### config.mk
export PLATFORM = sky130hd
export DESIGN_NAME = cbus_rr_arbiter
export DESIGN_NICKNAME = d
export VERILOG_FILES = /design/src/rtl/cbus_rr_arbiter.sv
export SDC_FILE = /design/constraint.sdc
export NUM_CORES = 1
export LEC_CHECK = 0
export CAP_MARGIN = 30
export CORE_AREA = 3 3 130 132
export DETAILED_ROUTE_END_ITERATION = 12
export DIE_AREA = 0 0 133 135
export GPL_TIMING_DRIVEN = 1
export PLACE_DENSITY = 0.54
export SKIP_CTS_REPAIR_TIMING = 1
export SLEW_MARGIN = 10
export SYNTH_ARGS = -nofsm -noshare
export SYNTH_HDL_FRONTEND = slang
export SYNTH_SLANG_ARGS = --single-unit
### constraint.sdc
create_clock -name clk -period 1.97 [get_ports clk]
set_input_delay 0.394 -clock clk [delete_from_list [all_inputs] [get_ports clk]]
set_output_delay 0.394 -clock clk [all_outputs]
set_load 0.005 [all_outputs]
### src/rtl/cbus_rr_arbiter.sv
// Round-robin CBus arbiter: locks one requester for a whole burst, releases on the handshaked last beat.
// Latency: one registered arbitration cycle, then a combinational pass-through; non-owners see an all-zero response.
package cbus_pkg;
  typedef logic [3:0] cbus_len_t;
  localparam cbus_len_t MLEN1  = 4'd0;
  localparam cbus_len_t MLEN4  = 4'd3;
  localparam cbus_len_t MLEN8  = 4'd7;
  localparam cbus_len_t MLEN16 = 4'd15;

  typedef struct packed {
    logic        valid;
    logic        is_write;
    logic [31:0] addr;
    logic [2:0]  size;
    cbus_len_t   len;
    logic [31:0] data;
    logic [3:0]  strobe;
  } cbus_req_t;

  typedef struct packed {
    logic        ready;
    logic        last;
    logic [31:0] data;
  } cbus_resp_t;
endpackage

module cbus_rr_arbiter
  import cbus_pkg::*;
#(
  parameter int NUM_INPUTS = 2,
  parameter int IDX_W      = $clog2(NUM_INPUTS)
) (
  input  logic                        clk,
  input  logic                        resetn,
  input  cbus_req_t  [NUM_INPUTS-1:0] ireqs,
  output cbus_resp_t [NUM_INPUTS-1:0] iresps,
  output cbus_req_t                   oreq,
  input  cbus_resp_t                  oresp,
  output logic       [IDX_W-1:0]      grant_idx,
  output logic                        busy,
  output logic                        protocol_err
);

  localparam logic [0:0] S_IDLE = 1'b0;
  localparam logic [0:0] S_BUSY = 1'b1;

  logic [0:0]       state_q, state_d;
  logic [IDX_W-1:0] sel_q, sel_d;
  logic [IDX_W-1:0] prio_q, prio_d;
  logic [4:0]       beats_q, beats_d;
  logic             err_q, err_d;

  logic             win_vld;
  logic [IDX_W-1:0] win_idx, cand, sel_inc;
  logic [4:0]       beats_inc, exp_beats;
  cbus_req_t        cur_req;

  // Walk from lowest to highest priority so the last hit is the winner.
  always_comb begin
    win_vld = 1'b0;
    win_idx = '0;
    cand    = '0;
    for (int k = NUM_INPUTS - 1; k >= 0; k--) begin
      cand = IDX_W'((int'(prio_q) + k) % NUM_INPUTS);
      if (ireqs[cand].valid) begin
        win_vld = 1'b1;
        win_idx = cand;
      end
    end
  end

  always_comb begin
    cur_req   = ireqs[sel_q];
    sel_inc   = (sel_q == IDX_W'(NUM_INPUTS - 1)) ? '0 : sel_q + IDX_W'(1);
    beats_inc = beats_q + 5'd1;
    exp_beats = {1'b0, cur_req.len} + 5'd1;
  end

  always_comb begin
    state_d = state_q;
    sel_d   = sel_q;
    prio_d  = prio_q;
    beats_d = beats_q;
    err_d   = 1'b0;
    case (state_q)
      S_IDLE: begin
        if (win_vld) begin
          state_d = S_BUSY;
          sel_d   = win_idx;
          beats_d = '0;
        end
      end
      S_BUSY: begin
        // A drop of valid is only honoured before the first beat; later drops are ignored.
        if (!cur_req.valid && beats_q == 5'd0) begin
          state_d = S_IDLE;
        end else if (oresp.ready) begin
          beats_d = beats_inc;
          if (oresp.last) begin
            state_d = S_IDLE;
            prio_d  = sel_inc;
            err_d   = (beats_inc != exp_beats);
          end else begin
            err_d   = (beats_inc == exp_beats);
          end
        end
      end
      default: state_d = S_IDLE;
    endcase
  end

  always_ff @(posedge clk) begin
    if (!resetn) begin
      state_q <= S_IDLE;
      sel_q   <= '0;
      prio_q  <= '0;
      beats_q <= '0;
      err_q   <= 1'b0;
    end else begin
      state_q <= state_d;
      sel_q   <= sel_d;
      prio_q  <= prio_d;
      beats_q <= beats_d;
      err_q   <= err_d;
    end
  end

  always_comb begin
    oreq   = '0;
    iresps = '0;
    if (state_q == S_BUSY) begin
      oreq          = cur_req;
      iresps[sel_q] = oresp;
    end
  end

  assign busy         = (state_q == S_BUSY);
  assign grant_idx    = sel_q;
  assign protocol_err = err_q;

endmodule
; ---- Word-level counts from Yosys, hierarchy flattened
; Index checks and enable logic that the tools add are counted.
[totals]
reg_bits = 9
in_bits = 190
out_inout_bits = 148
word_cells = 56
[classes]
addsub = 4
magnitude_cmp = 4
eq_ne = 5
n_mux = 25
bitwise = 5
reduce_logical = 8
[op_table]
columns = cell, count
row1 = $mux 77, 7
row2 = $and 68x68->68, 1
row3 = $mux 68, 1
row4 = $demux 34 s1, 1
row5 = $mux 34, 1
row6 = $mux 5, 3
row7 = $mux 1, 10
row8 = $pmux 5 s2, 1
row9 = $lt 1x2->1 const B, 3
row10 = $ne 2x2->1 const B, 3
row11 = $add 4x1->5 const B, 1
row12 = $add 5x1->5 const B, 1
row13 = $eq 5x5->1, 1
row14 = $logic_not 5->1, 1
row15 = $ne 5x5->1, 1
row16 = $not 1->1, 4
row17 = $reduce_and 4->1, 1
row18 = $reduce_or 4->1, 1
row19 = $reduce_and 3->1, 1
row20 = $add 1x1->1 const B, 2
row21 = $logic_and 1x1->1, 2
row22 = $pmux 1 s2, 1
row23 = $reduce_and 2->1, 1
row24 = $ge 1x1->1 const B, 1
row25 = $logic_not 1->1, 1

; ---- Depth between registers and ports, before layout
; Gate-level depths: netlist (run 1).
[depth]
depth_word = 7
depth_mapped = 9

; ---- Worst setup path before layout (run 1)
; Ideal clock, no wire load.
[synth_timing]
path_type = flip-flop to flip-flop
from = register sel_q (netlist: grant_idx)
to = register err_q (netlist: protocol_err)
arrival_time_ns = 1.924
t_required_ns = 1.855
slack_ns = -0.068
stages_incl_launch_ff = 10
path_buffers = 1
synth_period_minus_slack_ns = 2.038
path_cell_list = dfxtp_1 buf_4 mux2i_1 inv_1 ha_1 xnor3_1 xnor2_1 nand3_1 o31a_1 o21a_1
[synth_between]
elab_chain_len = 5
word_cells_on_any_way = 9
[synth_rtl]
columns = element, line
row1 = "start, declared", 48  ; logic [IDX_W-1:0] sel_q, sel_d;
row2 = "start signal, assigned", 121  ; sel_q <= sel_d;
row3 = $mux 77 (implied by the code) (*) (2 in series), 73  ; cur_req = ireqs[sel_q];
row4 = $add 4x1->5 or $logic_not 1->1 (tied branches), "76, 95"
row5 = $eq 5x5->1 (tied with other cells), 104  ; err_d = (beats_inc == exp_beats);
row6 = $mux 1 or $reduce_or 4->1 (tied branches), -
row7 = "end signal, assigned", 124  ; err_q <= err_d;
row8 = "end, declared", 51  ; logic err_q, err_d;
; Every way passes the cells marked *; elsewhere a longest branch is shown, timed or not. The select of a mux whose other input is x is not followed.
; A chain may end at the register's enable or synchronous reset.

==> impl_results.md, run 1 <==
- Reg2reg start: grant_idx
- Clk_lat worst skew: 240 ps
- Starting density of the core: 13.9%
- CORE AREA: 0.0158 mm²
- Final Max Slew Viols: 0
- Crit start category: flop
- Die area: 0.0180 mm²
- Fin crit share: 109%
- Largest cells by area after synthesis: mux2i_1, nor2_1, and2_1, and3_1, dfxtp_1
- H-tree depth: 1
- Boundary pin count: 338
- Setup violations, final: 44
- Critical path fanouts, max: 13
- Hold Path Cell Cnt: 2
- WP data required: 1580 ps
- Worst reg2reg path depth: 9
- Root buffer selected by CTS: clkbuf_16
- Critical Path Sink Type: primary output
- ANT nets after route: 0
- Failing checks: negative setup slack
- Design Area, Final: 0.00679 mm²
- Largest net degree at the start of global routing: 53
- Leading cell type in the layout, fill and taps excluded: clkdlybuf4s50_1
- WP buf/inv: 3
- RD Place Congestion: 0.859
- Final non-filler cell total: 909
- Area Growth Syn to Fin: 209%
- Final hold vios: 0
- Detailed-route wire length per cell: 17.0 µm
- Setup WS post-layout: -168 ps
- Class of the worst hold path: reg2reg
- Synth cell types: 34
- Hold Crit Start: beats_q[0]
- Routed vias/inst: 4.17
- RSZ-0062 raised after global routing: yes
- TritonCTS clock tree: built
- Status: finished, violations left
- Worst Max-Slew Pin Slew: 396 ps
- Initial antenna violation count: 1
- Worst EP arrival: 1740 ps
- Synth Net Count: 515
- Design Power: 1.98 mW
- Post-DP HPWL: 11700 µm
- Register bit total from synthesis: 9
- Global-route wire length before repair: 20300 µm
- GRT Util Overall: 13.9%
- Sink of the worst hold path: beats_q[0]
- Pwr/cell area: 291 mW/mm²
- Share of the synthesized area in the top cell type: 35.0%
- Slowest-stage cell, CP: clkdlybuf4s50_1
- Ratio of cells with drive above 1 in the final layout: 12.9%
- Placed Area: 0.00597 mm²
- Total CTS buffers: 3
- Sink Count: 9
- Worst hold slack: 506 ps
- Max-Slew Margin vs Limit: 73.2%
- Critical path class: reg2out
- Fillcell total: 1549
- Buffer depth of the longest clock path: 2
- Minimum period implied by the final worst setup slack: 2140 ps
- DR pass1 iterations: 4
- I/O Buffers: 337
- Crit path cell chain: buf_6, clkbuf_16, mux2i_1, nor2_1, clkdlybuf4s50_1
- Num rows: 46
- Synth Instances: 322
- DRC viols: 0
- R2r endpoint: protocol_err
- Worst Skew: 1.18 ps
- Place WS: -478 ps
- Reg2reg setup slack: -140 ps
- Cells after DPL: 868
- Pleak: 4.12 nW
- CP delay by family, top: buffers and inverters
- Die width: 133 µm
- Commonest non-fill, non-tap cells in the layout: clkdlybuf4s50_1, dlymetal6s2s_1, nor2_1
- Yosys warnings: 0
- Die H: 135 µm
- Final nets: 886
- Vias in the first global route: 3594
- Fmax: 468 MHz
- Peak supply drop: 0.202 mV
- CTS clk-pin slew, worst paths: 40 ps
- Remaining global-route overflow: 0
- Max_cap viols: 0
- Leading area contributor after synthesis: mux2i_1
- CP peak stage delay: 470 ps
- First-iteration detailed-routing DRC count: 88
- Synthesized cell area: 0.00220 mm²
- Vias post-DR: 3790
- Sequential area share after synthesis: 8.19%
- Post-synthesis area per instance: 6.83 µm²
- Final WL: 15500 µm
[cell families after synthesis]
kind of cell,synth area share [%]
fa+ha+maj,1.71
simple gates,38.1
buf+inv,7.22
flops,8.19
compound gates,5.23
xor+xnor,4.49
mux,35.0
[how the worst max path moves through the flow]
stage	from	to	slack, ps	cells past startpoint
final	grant_idx	oreq[40]	-170	5
after global placement	ireqs[37]	protocol_err	-380	9
after detailed placement	ireqs[37]	protocol_err	-480	9
after CTS	grant_idx	oreq[51]	-290	5
after global routing	grant_idx	protocol_err	-240	9
after floorplan	grant_idx	protocol_err	10	9
[worst reg2reg max path: stages (launching register included)]
cell	delay (ps)
dfxtp_4	410
buf_8	150
mux2i_4	250
inv_1	70
ha_2	190
xnor3_1	200
xnor2_1	200
nand3_1	130
o31a_1	250
o21a_1	170
[power breakdown]
part / internal, mW / total [mW] / switching, mW
Sequential: 0.188 / 0.196 / 0.00808
Clock: 0.271 / 0.363 / 0.0920
Combinational: 0.916 / 1.42 / 0.503
[per-layer routing]
layer / up-vias / wire length, µm / share of wire (%) / GRT usage [%]
met3: 22 / 1440 / 9.3 / 4.06
met2: 251 / 8070 / 52 / 26.6
met5: - / 0 / 0 / 0
met4: 0 / 374 / 2.4 / 3.93
li1: 1844 / - / - / -
met1: 1673 / 5580 / 36 / 14.8
[synth_stat cells]
library cell  count
nand3b_1          1
a31oi_1           2
inv_1             7
a21boi_0          1
dfxtp_1           9
clkinv_1          1
and3_1           34
nor4_1            1
buf_4             1
nor2_1           83
xnor2_1           4
a311oi_1          1
a211o_1           1
o211ai_1          1
nor4b_1           1
o21ai_0           2
and2_1           34
xnor3_1           1
nand2b_1          2
xor2_1            2
nand3_1           8
buf_2            10
ha_1              3
or2b_1            1
or3_1             1
buf_1             2
nand2_1           1
o21a_1            1
mux2i_1          77
xor3_1            1
nor3_1            2
a21oi_1           7
clkbuf_1         17
o31a_1            2
[stage by stage]
step,TNS (ps),utilization [%]
2_1_floorplan,0,-
3_3_place_gp,-1510,37.7
3_5_place_dp,-1820,37.7
4_1_cts,-23580,38.2
5_1_grt,-6310,42.9
6_report,-3220,42.9
[layout make-up]
cell class,instances,area [µm²],area share [%]
well taps,216,270,3.98
diodes,1,2.50,0.0368
repair buffers,396,4260,62.7
clock buffers,4,78.8,1.16
multi-input cells,275,1970,29.0
inverters,8,30.0,0.442
flip-flops and latches,9,184,2.71
[flip-flops by register name (all words and copies together) (netlist names)]
name	cells
beats_q	5
busy	1
grant_idx	1
prio_q	1
protocol_err	1
Note: power is estimated with default switching activity, not from simulation.
==> run 2: changes to the inputs <==
SKIP_CTS_REPAIR_TIMING = not set   (was 1)
==> impl_results.md, run 2 (same netlist as run 1, synthesis figures left out) <==
- Class of the worst hold path: reg2reg
- H-tree depth: 1 (unchanged)
- Leading cell type in the layout, fill and taps excluded: clkdlybuf4s50_1
- Setup WS post-layout: -79.3 ps (+88.8 ps)
- Remaining global-route overflow: 0 (unchanged)
- Placed Area: 0.00597 mm² (unchanged)
- Pwr/cell area: 293 mW/mm² (+0.53%)
- Worst Max-Slew Pin Slew: 509 ps (+113 ps)
- Clk_lat worst skew: 240 ps (about the same)
- Pleak: 3.67 nW (-11%)
- First-iteration detailed-routing DRC count: 88 (unchanged)
- Num rows: 46 (unchanged)
- Initial antenna violation count: 1 (unchanged)
- RD Place Congestion: 0.859 (unchanged)
- Minimum period implied by the final worst setup slack: 2050 ps (-88.8 ps)
- TritonCTS clock tree: built
- Boundary pin count: 338 (unchanged)
- Total CTS buffers: 3 (unchanged)
- Hold_buf cts: 0
- Ratio of cells with drive above 1 in the final layout: 16.6% (+3.8 points)
- Vias post-DR: 3765 (-0.66%)
- CTS clk-pin slew, worst paths: 40 ps (about the same)
- Detailed-route wire length per cell: 16.9 µm (-0.80%)
- RSZ-0062 raised after global routing: yes
- ANT nets after route: 0 (unchanged)
- Max-Slew Margin vs Limit: 65.6% (-7.6 points)
- Fmax: 488 MHz (+4.3%)
- Failing checks: negative setup slack
- Die width: 133 µm (unchanged)
- Setup violations, final: 2 (-95%)
- Buffer depth of the longest clock path: 2 (unchanged)
- CORE AREA: 0.0158 mm² (unchanged)
- Largest net degree at the start of global routing: 51 (-3.8%)
- Setup TNS: -97.1 ps (+3120 ps)
- Fin crit share: 104% (-4.5 points)
- Worst Skew: 2.81 ps (+1.64 ps)
- Area Growth Syn to Fin: 200%
- Post-DP HPWL: 11700 µm (unchanged)
- Final WL: 15300 µm (-0.80%)
- Final hold vios: 0 (unchanged)
- Starting density of the core: 13.9% (unchanged)
- Worst hold slack: 503 ps (-3.04 ps)
- DR pass1 iterations: 4 (unchanged)
- I/O Buffers: 337 (unchanged)
- Global-route wire length before repair: 21700 µm (+6.7%)
- Final Max Slew Viols: 0 (unchanged)
- Place WS: -478 ps (unchanged)
- Crit start category: primary input
- Sink Count: 9 (unchanged)
- Max reg flops: 5 (unchanged)
- Worst EP arrival: 2180 ps (+440 ps)
- DRC viols: 0 (unchanged)
- Die area: 0.0180 mm² (unchanged)
- Critical path class: in2reg
- Design Power: 1.93 mW (-2.5%)
- Final nets: 886 (unchanged)
- Design Area, Final: 0.00659 mm² (-3.0%)
- Vias in the first global route: 3771 (+4.9%)
- Root buffer selected by CTS: clkbuf_16
- WP data required: 2100 ps (+520 ps)
- Commonest non-fill, non-tap cells in the layout: clkdlybuf4s50_1, nor2_1, mux2i_1
- GRT Util Overall: 15.1% (+1.2 points)
- Critical path fanouts, max: 2 (-11)
- Routed vias/inst: 4.14 (-0.66%)
- Max_cap viols: 0 (unchanged)
- Die H: 135 µm (unchanged)
- Largest reg by FF count: beats_q
- Peak supply drop: 0.192 mV (-5.0%)
- Status: finished, violations left
- Critical Path Sink Type: flop
-- run 2: per-stage QoR --
| step | std cells | util (%) |
|---|---|---|
| after global placement | 868 | 37.7 |
| after CTS | 884 | 39.7 |
| final | 909 | 41.7 |
| after floorplan | 322 | - |
| after detailed placement | 868 | 37.7 |
| after global routing | 909 | 41.7 |
-- run 2: report_power, final --
part           internal, mW  switching [mW]  leakage, nW
Combinational         0.866           0.500         3.56
Clock                 0.271          0.0967       0.0382
Sequential            0.188         0.00654       0.0738
-- run 2: metal layers --
layer | vias up | track usage (%) | wire, µm
met5 | - | 0 | 0
met4 | 0 | 4.27 | 286
met3 | 18 | 3.99 | 1320
met2 | 233 | 28.8 | 8010
met1 | 1679 | 16.4 | 5730
li1 | 1835 | - | -
-- run 2: final cells by class --
cell class / instances / area, µm²
diodes: 1 / 2.50
clock buffers: 4 / 78.8
fillers: 1583 / 9240
inverters: 8 / 30.0
multi-input cells: 275 / 1980
flip-flops and latches: 9 / 184
well taps: 216 / 270
repair buffers: 396 / 4050
-- run 2: path summary, 6_finish.rpt --
kind,cells after the start,slack [ps],startpoint,endpoint
setup / recovery,9,-80,ireqs[113],protocol_err
setup reg to reg,9,-70,grant_idx,protocol_err
hold reg to reg,2,500,beats_q[0],beats_q[0]
hold / removal,2,500,beats_q[0],beats_q[0]
-- run 2: critical path: stages --
cell             delay, ps
clkdlybuf4s50_1        440
mux2i_4                180
inv_1                   70
ha_2                   190
xnor3_1                200
xnor2_1                180
nand3_1                120
o31a_1                 250
o21a_1                 170
-- run 2: repair_timing --
action | in CTS | in global routing
setup endpoints to repair | 145 | 124
gates resized for setup | 119 | 151
gates cloned | 5 | 4
setup buffers | 7 | 23
pin swaps | 6 | 2
